`src/rtl/mult_div_ctrl.sv`:
```
// Iterative signed 32x32 multiply / 32/32 divide controller.
// One shift-add or restoring step per cycle on operand magnitudes.
module mult_div_ctrl (
    input  logic        clock,
    input  logic        reset,
    input  logic        start_mult,
    input  logic        start_div,
    input  logic [31:0] op_a,
    input  logic [31:0] op_b,
    output logic [31:0] hi,
    output logic [31:0] lo,
    output logic        busy,
    output logic        done,
    output logic        div_zero
);

    typedef enum logic [1:0] {
        IDLE,
        MULT,
        DIV,
        FINISH
    } state_t;

    state_t      state;
    state_t      state_nx;
    logic [5:0]  count;
    logic [31:0] acc_hi;
    logic [31:0] acc_lo;
    logic [31:0] opnd;
    logic        is_div;
    logic        dz;
    logic        neg_lo;
    logic        neg_hi;

    logic [31:0] mag_a;
    logic [31:0] mag_b;
    logic [32:0] mul_sum;
    logic [32:0] div_shift;
    logic [32:0] div_trial;
    logic [63:0] prod_mag;
    logic [63:0] prod_s;
    logic [31:0] quo_s;
    logic [31:0] rem_s;

    assign busy = (state != IDLE);

    always_comb begin
        mag_a     = op_a[31] ? (~op_a + 32'd1) : op_a;
        mag_b     = op_b[31] ? (~op_b + 32'd1) : op_b;
        mul_sum   = {1'b0, acc_hi} + {1'b0, (acc_lo[0] ? opnd : 32'd0)};
        div_shift = {acc_hi, acc_lo[31]};
        div_trial = div_shift - {1'b0, opnd};
        prod_mag  = {acc_hi, acc_lo};
        prod_s    = neg_lo ? (~prod_mag + 64'd1) : prod_mag;
        quo_s     = neg_lo ? (~acc_lo + 32'd1) : acc_lo;
        rem_s     = neg_hi ? (~acc_hi + 32'd1) : acc_hi;
    end

    always_comb begin
        state_nx = state;
        case (state)
            IDLE: begin
                if (start_mult) begin
                    state_nx = MULT;
                end else if (start_div) begin
                    // A zero divisor skips the iterations entirely
                    state_nx = (op_b == 32'd0) ? FINISH : DIV;
                end
            end
            MULT, DIV: begin
                if (count == 6'd31) begin
                    state_nx = FINISH;
                end
            end
            FINISH:  state_nx = IDLE;
            default: state_nx = IDLE;
        endcase
    end

    always_ff @(posedge clock or negedge reset) begin
        if (!reset) begin
            state    <= IDLE;
            count    <= 6'd0;
            acc_hi   <= 32'd0;
            acc_lo   <= 32'd0;
            opnd     <= 32'd0;
            is_div   <= 1'b0;
            dz       <= 1'b0;
            neg_lo   <= 1'b0;
            neg_hi   <= 1'b0;
            hi       <= 32'd0;
            lo       <= 32'd0;
            done     <= 1'b0;
            div_zero <= 1'b0;
        end else begin
            state    <= state_nx;
            done     <= 1'b0;
            div_zero <= 1'b0;
            case (state)
                IDLE: begin
                    count <= 6'd0;
                    if (start_mult) begin
                        acc_hi <= 32'd0;
                        acc_lo <= mag_b;
                        opnd   <= mag_a;
                        is_div <= 1'b0;
                        dz     <= 1'b0;
                        neg_lo <= op_a[31] ^ op_b[31];
                        neg_hi <= 1'b0;
                    end else if (start_div) begin
                        acc_hi <= 32'd0;
                        acc_lo <= mag_a;
                        opnd   <= mag_b;
                        is_div <= 1'b1;
                        dz     <= (op_b == 32'd0);
                        neg_lo <= op_a[31] ^ op_b[31];
                        neg_hi <= op_a[31];
                    end
                end
                MULT: begin
                    acc_hi <= mul_sum[32:1];
                    acc_lo <= {mul_sum[0], acc_lo[31:1]};
                    count  <= count + 6'd1;
                end
                DIV: begin
                    if (!div_trial[32]) begin
                        acc_hi <= div_trial[31:0];
                        acc_lo <= {acc_lo[30:0], 1'b1};
                    end else begin
                        acc_hi <= div_shift[31:0];
                        acc_lo <= {acc_lo[30:0], 1'b0};
                    end
                    count <= count + 6'd1;
                end
                FINISH: begin
                    done     <= 1'b1;
                    div_zero <= dz;
                    if (!dz) begin
                        if (is_div) begin
                            hi <= rem_s;
                            lo <= quo_s;
                        end else begin
                            hi <= prod_s[63:32];
                            lo <= prod_s[31:0];
                        end
                    end
                end
                default: ;
            endcase
        end
    end

endmodule

```
`config.mk`:
```
export PLATFORM = sky130hd
export DESIGN_NAME = mult_div_ctrl
export DESIGN_NICKNAME = d
export VERILOG_FILES = /design/src/rtl/mult_div_ctrl.sv
export SDC_FILE = /design/constraint.sdc
export NUM_CORES = 1
export LEC_CHECK = 0
export CAP_MARGIN = 20
export CORE_MARGIN = 2
export CORE_UTILIZATION = 35
export CTS_CLUSTER_SIZE = 28
export DETAILED_ROUTE_END_ITERATION = 8
export MAX_ROUTING_LAYER = met4
export PLACE_DENSITY = 0.64
export REMOVE_ABC_BUFFERS = 1
export SYNTH_ARGS = -nofsm -noshare
export SYNTH_HDL_FRONTEND = slang
export SYNTH_SLANG_ARGS = --single-unit
```
`constraint.sdc`:
```
create_clock -name clock -period 5.62 [get_ports clock]
set_input_delay 1.124 -clock clock [delete_from_list [all_inputs] [get_ports clock]]
set_output_delay 1.124 -clock clock [all_outputs]
set_load 0.05 [all_outputs]
```
# Yosys cells after proc, flatten, opt, wreduce, memory -nomap -nowiden
# Cells that the tools add are included.
[totals]
ff_bits = 174
inputBits = 68
output_inout_bits = 67
wordCells = 79
[classes]
n_bitwise = 7
addsub = 8
mux = 34
n_reduce_logical = 11
n_eq_ne = 6
[op_table]
columns = ["operator", "n"]
rows = [
  ["two-way mux 32 bit", 14],
  ["one-hot mux 32 bit (3 select lines)", 2],
  ["adder 32 x 1 -> 32 bit, second input constant", 4],
  ["NOT 32 bit", 4],
  ["adder 64 x 1 -> 64 bit, second input constant", 1],
  ["two-way mux 64 bit", 1],
  ["NOT 64 bit", 1],
  ["adder 32 x 32 -> 33 bit", 1],
  ["subtractor 33 x 32 -> 33 bit", 1],
  ["logical NOT 32 bit", 1],
  ["two-way mux 1 bit", 12],
  ["one-hot mux 6 bit (2 select lines)", 1],
  ["AND reduction 2 bit", 4],
  ["adder 6 x 1 -> 6 bit, second input constant", 1],
  ["== test 6 x 5 -> 1 bit, second input constant", 1],
  ["two-way mux 2 bit", 3],
  ["one-hot mux 2 bit (3 select lines)", 1],
  ["nonzero test 2 bit", 3],
  ["== test 2 bit, second input constant", 2],
  ["inequality test 3 bit, second input constant", 1],
  ["nonzero test 3 bit", 1],
  ["== test 2 x 1 -> 1 bit, second input constant", 1],
  ["logical NOT 2 bit", 1],
  ["inequality test 2 x 1 -> 1 bit, second input constant", 1],
  ["3 further kinds", 3],
]

# Longest topological paths before layout
# Gate-level depths: netlist of the first run.
[logic_depth]
word_depth = 6
depth_mapped = 14
ltp_nobuf = 13

# Least setup slack after synthesis of the first run
# OpenSTA, ideal clock, no wires.
[synth_timing]
path_kind = "input to register"
from = "input op_a[15]"
to = "register acc_lo[28]"
t_required_ns = 5.525
n_path_buf = 0
path_stages = 9
setup_time_ns = 0.095
path_slack_ns = 2.061
t_arrival_ns = 3.463
cell_sequence = "or4_1 -> or4_4 -> or3_4 -> o41ai_2 -> xnor2_1 -> nor2_1 -> a21oi_1 -> nor2_1 -> o31ai_1"
[synth_via]
elab_chain_len = 6
[synth_lines]
columns = ["element", "line", "source"]
rows = [
  ["from (decl)", "8", "input logic [31:0] op_a,"],
  ["NOT 32 bit", "48", "mag_a = op_a[31] ? (~op_a + 32'd1) : op_a;"],
  ["adder 32 x 1 -> 32 bit", "48", ""],
  ["two-way mux 32 bit", "48", ""],
  ["two-way mux 32 bit", "110", "end else if (start_div) begin"],
  ["two-way mux 32 bit", "102", "if (start_mult) begin"],
  ["one-hot mux 32 bit (3 select lines)", "99", "case (state)"],
  ["to (signal assigned)", "104", "acc_lo <= mag_b;"],
  ["to (signal assigned)", "112", "acc_lo <= mag_a;"],
  ["to (signal assigned)", "122", "acc_lo <= {mul_sum[0], acc_lo[31:1]};"],
  ["to (decl)", "28", "logic [31:0] acc_lo;"],
]
# No other way between the ends. The select of a mux whose other input is x is not followed.
# A chain may end at the register's enable or synchronous reset.

# Worst setup path after layout of the first run
[layout_timing]
from = "register acc_lo[0]"
to = "register hi[8]"
[layout_via]
elab_chain_len = 4
[layout_lines]
columns = ["element", "line", "source"]
rows = [
  ["NOT 64 bit", "54", "prod_s = neg_lo ? (~prod_mag + 64'd1) : prod_mag;"],
  ["adder 64 x 1 -> 64 bit", "54", ""],
  ["two-way mux 64 bit", "54", ""],
  ["two-way mux 32 bit", "139", "if (is_div) begin"],
  ["to (signal assigned)", "140", "hi <= rem_s;"],
  ["to (signal assigned)", "143", "hi <= prod_s[63:32];"],
  ["to (decl)", "10", "output logic [31:0] hi,"],
]
# No other way between the ends.

==> metrics.yaml, run 1 <==
synth:
  yosysMostFrequentCell: "nand2_1"
  syn_area_sq_um: 14650
  synth_common_cells: "nand2_1 (229), o21ai_0 (194), dfrtp_1 (174)"
  synth-seq-cells: 174
  synth.area.top_cells: "dfrtp_1 (30%), o21ai_0 (6.6%), ha_1 (6.3%)"
  yosysWarnings: 0
  synth_async_sr_flop_share_pct: 100.0
  synth_top_area_cell: "dfrtp_1"
  yosysSeqAreaShare_pct: 29.73
  synthCells: 1879
  synth.avg_cell_area_sq_um: 7.795
  synth_edf_count: 0
  synthFlopType: "dfrtp_1"
  yosysUniqueCellTypes: 81
  synth_top_area_share_pct: 29.73
min_path:
  hold_depth: 2
  worstHoldPathType: "flop to flop"
grt:
  gr-usage-all-layers_pct: 23.92
  antenna_found_initial: 0
  grt_pass1_wl_um: 79530
  grt_pass1_vias: 13610
  grt_max_degree: 144
  grt_overflow_total: 0
cts:
  clkTransAtPathRegs_ns: 0.08
  postCtsHoldBufs: 0
  cts-resized-gates: 0
  clock_latency_ns: 0.47
  postCtsSetupBuffers: 0
  cts_tree: "yes"
  clock-sinks: 174
  cts-htree-levels: 4
  clockBufferDepth: 2
  cts_buffers: 17
  cts-root-buf: "clkbuf_16"
placement:
  globalplace.congestion: 0.9447
  dp_hpwl_um: 38490
  numPortBuffers: 134
  placed_area_sq_um: 16340
critical_path:
  crit_arrival_ns: 4.58
  crit_cells: 11
  cp_slowest_cell: "nor3_1"
  path_cells: "inv_1 -> ha_1 -> or3b_2 -> nor4_1 -> nand3_1 -> nor3_1 -> nor2_1 -> nor3_1 -> a21oi_1 -> xnor2_1 -> o21ai_1"
  cpPeakStageDelay_ns: 0.68
  cp_common_cell: "nor3_1"
  worstSetupStartpointType: "flop"
  path_buf_inv: 1
  end_kind: "flop"
  critical_path.top_delay_family: "simple AND/OR/NAND/NOR gates"
  reg2regPathDepth: 11
  cp_max_fo: 20
  critPathRequiredTime_ns: 5.95
  worstSetupPathType: "flop to flop"
job:
  maxCapViolCount: 0
floorplanning:
  num_rows: 74
  dieArea_sq_um: 43500
  top_level_ports: 135
  die_y_um: 208.6
  coreArea_sq_um: 41110
  die_x_um: 208.6
  initial_core_util_pct: 35.63
sta:
  finalCriticalPeriod_ns: 4.250
  slew_violations: 0
  fin_skew_ns: 0.01705
  post-route-period-util_pct: 75.62
  hold_violations: 0
  rsz0062_at_grt: "false"
  tightest_slew_ns: 0.9868
  slew_headroom_pct: 34.21
  setup_viol: 0
  fin_setup_tns_ns: 0
  fmax_ghz: 0.2353
finish:
  diodes: 0
  syn_to_final_growth_pct: 15.59
  final_cell_area_sq_um: 16930
  fill_cells: 4224
  nets: 2071
  drive_above_1_share_pct: 5.052
routing:
  drt-pass1-iter-count: 5
  vias: 14420
  wire_per_inst_um: 20.75
  wl_um: 51290
  via_per_inst: 5.835
  final_antenna_net_count: 0
  first_iter_violations: 1128
  drc: 0
power:
  vdd_drop_max_mv: 0.3661
  leakagePower_nw: 7.071
  p_per_area_nw_per_um2: 615.0
status:
  status: "finished, final reports clean"
[final timing paths]
check	from	to	slack [ns]
setup reg to reg	acc_lo[0]	hi[8]	1.37
min in group asynchronous	reset	acc_lo[8]	0.53
max in group asynchronous	reset	acc_hi[14]	3.93
setup / recovery	acc_lo[0]	hi[8]	1.37
hold reg to reg	hi[27]	hi[27]	0.48
hold / removal	hi[27]	hi[27]	0.48
[state kept, by name, summed over array words and instances, names as in the netlist]
name	cells
acc_hi	32
acc_lo	32
count	6
div_zero	1
done	1
dz	1
hi	32
is_div	1
lo	32
neg_hi	1
neg_lo	1
opnd	32
state	2
[kinds of logic (layout without fill, tap and decap cells)]
logic type | after synthesis | in the layout | synth area share (%)
flops | 174 | 174 | 29.73
buf+inv | 190 | 251 | 4.989
fa+ha+maj | 76 | 76 | 6.595
mux | 22 | 22 | 1.521
simple gates | 604 | 604 | 19.33
compound gates | 643 | 643 | 27.67
xor+xnor | 170 | 170 | 10.17
[final cells by class]
cell class / count / area, sq um / area share, %
well taps: 532 / 665.6 / 3.932
flip-flops and latches: 174 / 4354 / 25.72
repair buffers: 157 / 1543 / 9.112
inverters: 62 / 232.7 / 1.375
clock inverters: 14 / 130.1 / 0.7686
multi-input cells: 1515 / 9575 / 56.56
clock buffers: 18 / 429.2 / 2.535
[worst register-to-register path, stage by stage (launching register included)]
cell and delay (ns):
dfrtp_1 0.44, inv_1 0.58, ha_1 0.29, or3b_2 0.50, nor4_1 0.29, nand3_1 0.36
nor3_1 0.68, nor2_1 0.33, nor3_1 0.30, a21oi_1 0.13, xnor2_1 0.14, o21ai_1 0.07
[placed cells by master, fill, tap and decap left out, types with 31 or more instances in the layout]
| master | Yosys | routed |
|---|---|---|
| nand2_1 | 229 | 229 |
| o21ai_0 | 194 | 194 |
| dfrtp_1 | 174 | 174 |
| nor2_1 | 167 | 167 |
| a21oi_1 | 150 | 150 |
| clkdlybuf4s50_1 | 0 | 132 |
| xor2_1 | 92 | 92 |
| xnor2_1 | 78 | 78 |
| ha_1 | 74 | 74 |
| inv_1 | 61 | 61 |
| o31ai_1 | 37 | 37 |
| o21ai_1 | 34 | 34 |
| nor3_1 | 31 | 31 |
[power breakdown]
part,internal [mW],total [mW],switching [mW]
Combinational,2.43,6.77,4.33
Sequential,1.78,2.46,0.674
Clock,0.584,1.19,0.602
Total,4.80,10.4,5.61
[metal layers]
metal  track usage, %  wire length (um)  vias up
met1            31.46             22850     6953
met5                -                 0        -
met4            6.626              1183        0
met2            38.83             24400      517
li1                 -                 -     6890
met3            2.943              2857       63
[metrics by stage]
step | hold WS [ns] | setup WS [ns] | instances | utilization (%) | power [mW]
after global placement | 0.4656 | 1.391 | 2439 | 39.76 | 9.106
after floorplan | 0.4498 | 1.442 | 1751 | - | 6.989
after CTS | 0.4879 | 1.429 | 2471 | 41.12 | 10.39
after detailed placement | 0.4721 | 1.404 | 2439 | 39.76 | 9.167
after global routing | 0.5020 | 1.058 | 2472 | 41.18 | 11.21
final | 0.4776 | 1.370 | 2472 | 41.18 | 10.41
No activity file was read; power rests on OpenSTA's default activity.
==> inputs of run 2 (changes only) <==
clock period = 4 ns   (was 5.62 ns; I/O delays follow)
==> run 2 against run 1 <==
Wire length down 0.74%. Sequential power up 35%. Sequential share of layout area down 0.75 points. Setup slack worse by 1.1 ns. Die area unchanged. Cell count up 2.4%. Total power up 44%. Register-to-register slack worse by 1.1 ns. Global-route usage down 0.072 points. Non-clock buffer count up 59. Highest routed layer unchanged. Clock skew up 0.0054 ns.
==> metrics.yaml, run 2 (same netlist as run 1, synthesis figures left out) <==
cts:
  cts_buffers: 17
  cts-root-buf: "clkbuf_16"
  clockBufferDepth: 2
  clock_latency_ns: 0.47
  cts-htree-levels: 4
  cts_tree: "yes"
  clock-sinks: 174
  clkTransAtPathRegs_ns: 0.09
  postCtsHoldBufs: 0
routing:
  via_per_inst: 5.838
  wire_per_inst_um: 20.11
  drt-pass1-iter-count: 7
  final_antenna_net_count: 0
  first_iter_violations: 1187
  wl_um: 50910
  drc: 0
  vias: 14780
grt:
  gr-usage-all-layers_pct: 23.85
  grt_max_degree: 93
  grt_pass1_vias: 13960
  antenna_found_initial: 1
  grt_pass1_wl_um: 79850
  grt_overflow_total: 0
critical_path:
  critPathRequiredTime_ns: 4.39
  rr_startpoint: "acc_lo[0]"
  r2r_setup_slack_ns: 0.29
  reg2regPathDepth: 16
  crit_arrival_ns: 4.11
  crit_start: "acc_lo[0]"
  setup.worst_path.end: "acc_hi[24]"
  cp_max_fo: 14
  worstSetupPathType: "flop to flop"
  worstSetupStartpointType: "flop"
  regToRegEndpoint: "acc_hi[24]"
  end_kind: "flop"
finish:
  drive_above_1_share_pct: 7.904
  fill_cells: 4220
  instances_no_fill: 2532
  most-common-layout-cells: "nand2_1 (229), o21ai_0 (194), dfrtp_1 (174)"
  syn_to_final_growth_pct: 19.05
  nets: 2130
  layout_commonest_cell: "nand2_1"
placement:
  dp.cells: 2499
  numPortBuffers: 134
  globalplace.congestion: 0.9718
  dp_hpwl_um: 39520
  place_ws_ns: 0.1330
power:
  leakagePower_nw: 7.406
  total_power_mw: 14.95
  p_per_area_nw_per_um2: 857.2
  vdd_drop_max_mv: 0.5192
min_path:
  worstHoldPathType: "input port to async pin"
sta:
  rsz0062_at_grt: "false"
  post-route-period-util_pct: 92.83
  tightest_slew_ns: 0.9374
  finalCriticalPeriod_ns: 3.713
  fin_setup_tns_ns: 0
  setup_viol: 0
  slew_violations: 0
  hold_violations: 0
  layout_setup_ws_ns: 0.2868
  slew_headroom_pct: 37.50
  fin_skew_ns: 0.02244
  fmax_ghz: 0.2693
floorplanning:
  die_x_um: 208.6
  coreArea_sq_um: 41110
  dieArea_sq_um: 43500
  initial_core_util_pct: 35.63
  num_rows: 74
  top_level_ports: 135
  die_y_um: 208.6
status:
  status: "finished, final reports clean"
job:
  maxCapViolCount: 0
run 2: changes by cell type in the layout (fill, tap and decap cells not counted), moves of 2 or more:
cell,previous run,this run
buf_4,21,79
inv_6,2,5
buf_12,1,3
bufinv_16,0,2
clkinv_2,2,0
clkinv_4,3,1
run 2: area by class of cell:
class                   count  area, sq um  share of cell area [%]
diodes                      1        2.502                 0.01435
clock buffers              19        442.9                   2.540
clock inverters            13        165.2                  0.9472
inverters                  62        232.7                   1.335
multi-input cells        1515         9583                   54.96
flip-flops and latches    174         4354                   24.97
well taps                 532        665.6                   3.817
repair buffers            216         1991                   11.42
run 2: per-stage QoR:
step	hold slack (ns)	instance area, sq um	utilization (%)
after floorplan	0.4498	14150	-
after global placement	0.4686	16820	40.91
after detailed placement	0.4715	16820	40.91
after CTS	0.4332	17430	42.39
after global routing	0.4674	17440	42.42
final	0.3881	17440	42.42
run 2: timing repair:
item                       in CTS  in global routing
gates resized for setup         0                  1
setup buffers                   0                  0
setup endpoints to repair       0                  1
run 2: worst min path at each step:
stage | from | end | slack [ns] | cells past startpoint
after floorplan | opnd[10] | opnd[10] | 0.45 | 2
after global placement | opnd[7] | opnd[7] | 0.47 | 2
after detailed placement | hi[6] | hi[6] | 0.47 | 2
after CTS | reset | lo[7] | 0.43 | 1
after global routing | reset | lo[12] | 0.47 | 1
final | reset | lo[11] | 0.39 | 1
run 2: power by group:
part	internal, mW	leakage [nW]	switching, mW	total, mW
combinational	3.61	4.89	6.24	9.85
clock	0.965	0.297	0.821	1.79
sequential	2.51	2.22	0.800	3.31
run 2: metal layers:
| layer | wire [um] | vias up | global-route usage (%) |
|---|---|---|---|
| li1 | - | 7015 | - |
| met1 | 23020 | 7180 | 31.60 |
| met2 | 23610 | 511 | 37.94 |
| met3 | 2788 | 77 | 3.004 |
| met4 | 1491 | 0 | 7.537 |
| met5 | 0 | - | - |
run 2: critical path, cell delays in order, from the launching register on:
cell and delay [ns]:
dfrtp_1 0.43, buf_4 0.18, inv_1 0.11, buf_12 0.16
nor2_1 0.05, ha_1 0.32, buf_4 0.16, o211ai_1 0.19
o211a_1 0.21, o211a_1 0.22, a31oi_1 0.09, buf_4 0.17
nor2b_1 0.14, a211oi_1 0.55, o211ai_1 0.23, mux2_2 0.31
o21ai_1 0.11
==> inputs of run 3 (changes only) <==
CORE_ASPECT_RATIO = 0.9   (was default)
==> run 3 against run 2 <==
Clock-buffer cell count down 2. Critical endpoint is now acc_hi[29]. Non-clock buffer count decreased by 6. Cell count is 0.32% higher. Worst hold slack got worse by 0.017 ns. Via count is 1.0% higher. Combinational power barely moved.
==> metrics.yaml, run 3 (same netlist as run 1, synthesis figures left out) <==
sta:
  finalCriticalPeriod_ns: 3.756
  hold_violations: 0
  slew_violations: 0
  tightest_slew_ns: 0.9321
  rsz0062_at_grt: "false"
  fin_skew_ns: 0.01837
  fin_setup_tns_ns: 0
  post-route-period-util_pct: 93.89
  fin_hold_ws_ns: 0.3708
  slew_headroom_pct: 37.86
  fmax_ghz: 0.2663
  setup_viol: 0
grt:
  grt_max_degree: 88
  grt_pass1_wl_um: 80050
  grt_overflow_total: 0
  gr-usage-all-layers_pct: 24.30
  antenna_found_initial: 1
  grt_pass1_vias: 14030
critical_path:
  worstSetupPathType: "flop to flop"
  regToRegEndpoint: "acc_hi[29]"
  cpPeakStageDelay_ns: 0.51
  cp_max_fo: 6
  cp_common_cell: "o21ai_0"
  path_cells: "and2_1 -> ha_1 -> inv_1 -> fa_1 -> nand2b_1 -> a21oi_1 -> o21ai_0 -> and3_1 -> o41ai_2 -> o21ai_0 -> o41ai_1 -> xnor2_1 -> o221ai_1"
  critPathRequiredTime_ns: 4.32
  crit_arrival_ns: 4.07
  cp_slowest_cell: "o41ai_1"
  reg2regPathDepth: 13
  end_kind: "flop"
  rr_startpoint: "acc_lo[0]"
  worstSetupStartpointType: "flop"
  r2r_setup_slack_ns: 0.24
cts:
  clockBufferDepth: 2
  clkTransAtPathRegs_ns: 0.08
  cts-resized-gates: 0
  clock-sinks: 174
  cts_tree: "yes"
  cts-htree-levels: 4
  cts_buffers: 17
  clock_latency_ns: 0.47
  postCtsHoldBufs: 0
  postCtsSetupBuffers: 0
  cts-root-buf: "clkbuf_16"
finish:
  nets: 2124
  drive_above_1_share_pct: 7.627
  final_cell_area_sq_um: 17370
  layout_commonest_cell: "nand2_1"
  syn_to_final_growth_pct: 18.59
  diodes: 0
  fin_util_pct: 41.78
  most-common-layout-cells: "nand2_1 (229), o21ai_0 (194), dfrtp_1 (174)"
routing:
  drt-pass1-iter-count: 7
  wl_um: 51720
  wire_per_inst_um: 20.36
  via_per_inst: 5.881
  first_iter_violations: 1633
  vias: 14940
  final_antenna_net_count: 0
  drc: 0
status:
  status: "finished, final reports clean"
placement:
  globalplace.congestion: 0.9876
  placed_area_sq_um: 16770
  numPortBuffers: 134
  dp_hpwl_um: 38920
floorplanning:
  initial_core_util_pct: 35.23
  top_level_ports: 135
  die_y_um: 198.1
  num_rows: 71
  die_x_um: 219.6
  dieArea_sq_um: 43500
  coreArea_sq_um: 41570
job:
  maxCapViolCount: 0
power:
  total_power_mw: 15.12
  p_per_area_nw_per_um2: 870.4
  vdd_drop_max_mv: 0.3698
  leakagePower_nw: 7.349
min_path:
  worstHoldPathType: "input port to async pin"
[run 3: layout make-up]
cell class	instances	area [sq um]
Timing Repair Buffer	210	1921
Tap cell	547	684.4
Fill cell	4187	24210
Inverter	62	232.7
Multi-Input combinational cell	1515	9575
Clock buffer	17	425.4
Clock inverter	15	176.4
Sequential cell	174	4354
[run 3: worst max path at each step]
stage / start / endpoint / slack, ns / cells past startpoint
2_1_floorplan: acc_lo[31] / acc_hi[24] / -0.18 / 12
3_3_place_gp: op_a[16] / acc_lo[28] / 0.08 / 10
3_5_place_dp: op_a[16] / acc_lo[28] / 0.07 / 10
4_1_cts: acc_lo[0] / acc_hi[29] / 0.32 / 13
5_1_grt: acc_lo[0] / acc_hi[29] / 0.07 / 13
6_report: acc_lo[0] / acc_hi[29] / 0.24 / 13
[run 3: per-stage QoR]
step	setup slack [ns]	instances
floorplan	-0.1781	1751
global placement	0.08083	2508
detailed placement	0.07228	2508
CTS	0.3203	2540
global route	0.06960	2540
finish	0.2444	2540
[run 3: routing by layer]
metal  GRT usage, %  wire length (um)
met1          34.38             23930
met5              -                 0
met2          35.90             22660
met4          7.606              1419
met3          3.226              3716
[run 3: critical path: cells and delay by family (launching register included)]
| family | cells | cell delay [ns] |
|---|---|---|
| AO/OA/AOI/OAI | 6 | 1.75 |
| adder cells (fa/ha/maj) | 2 | 0.57 |
| XOR/XNOR | 1 | 0.17 |
| AND/OR/NAND/NOR | 3 | 0.59 |
| buffers and inverters | 1 | 0.06 |
| flip-flops | 1 | 0.46 |
[run 3: power by group]
part	leakage, nW	total, mW	internal, mW	switching (mW)
sequential	2.22	3.30	2.51	0.788
clock	0.294	1.80	0.895	0.905
combinational	4.84	10.0	3.56	6.46
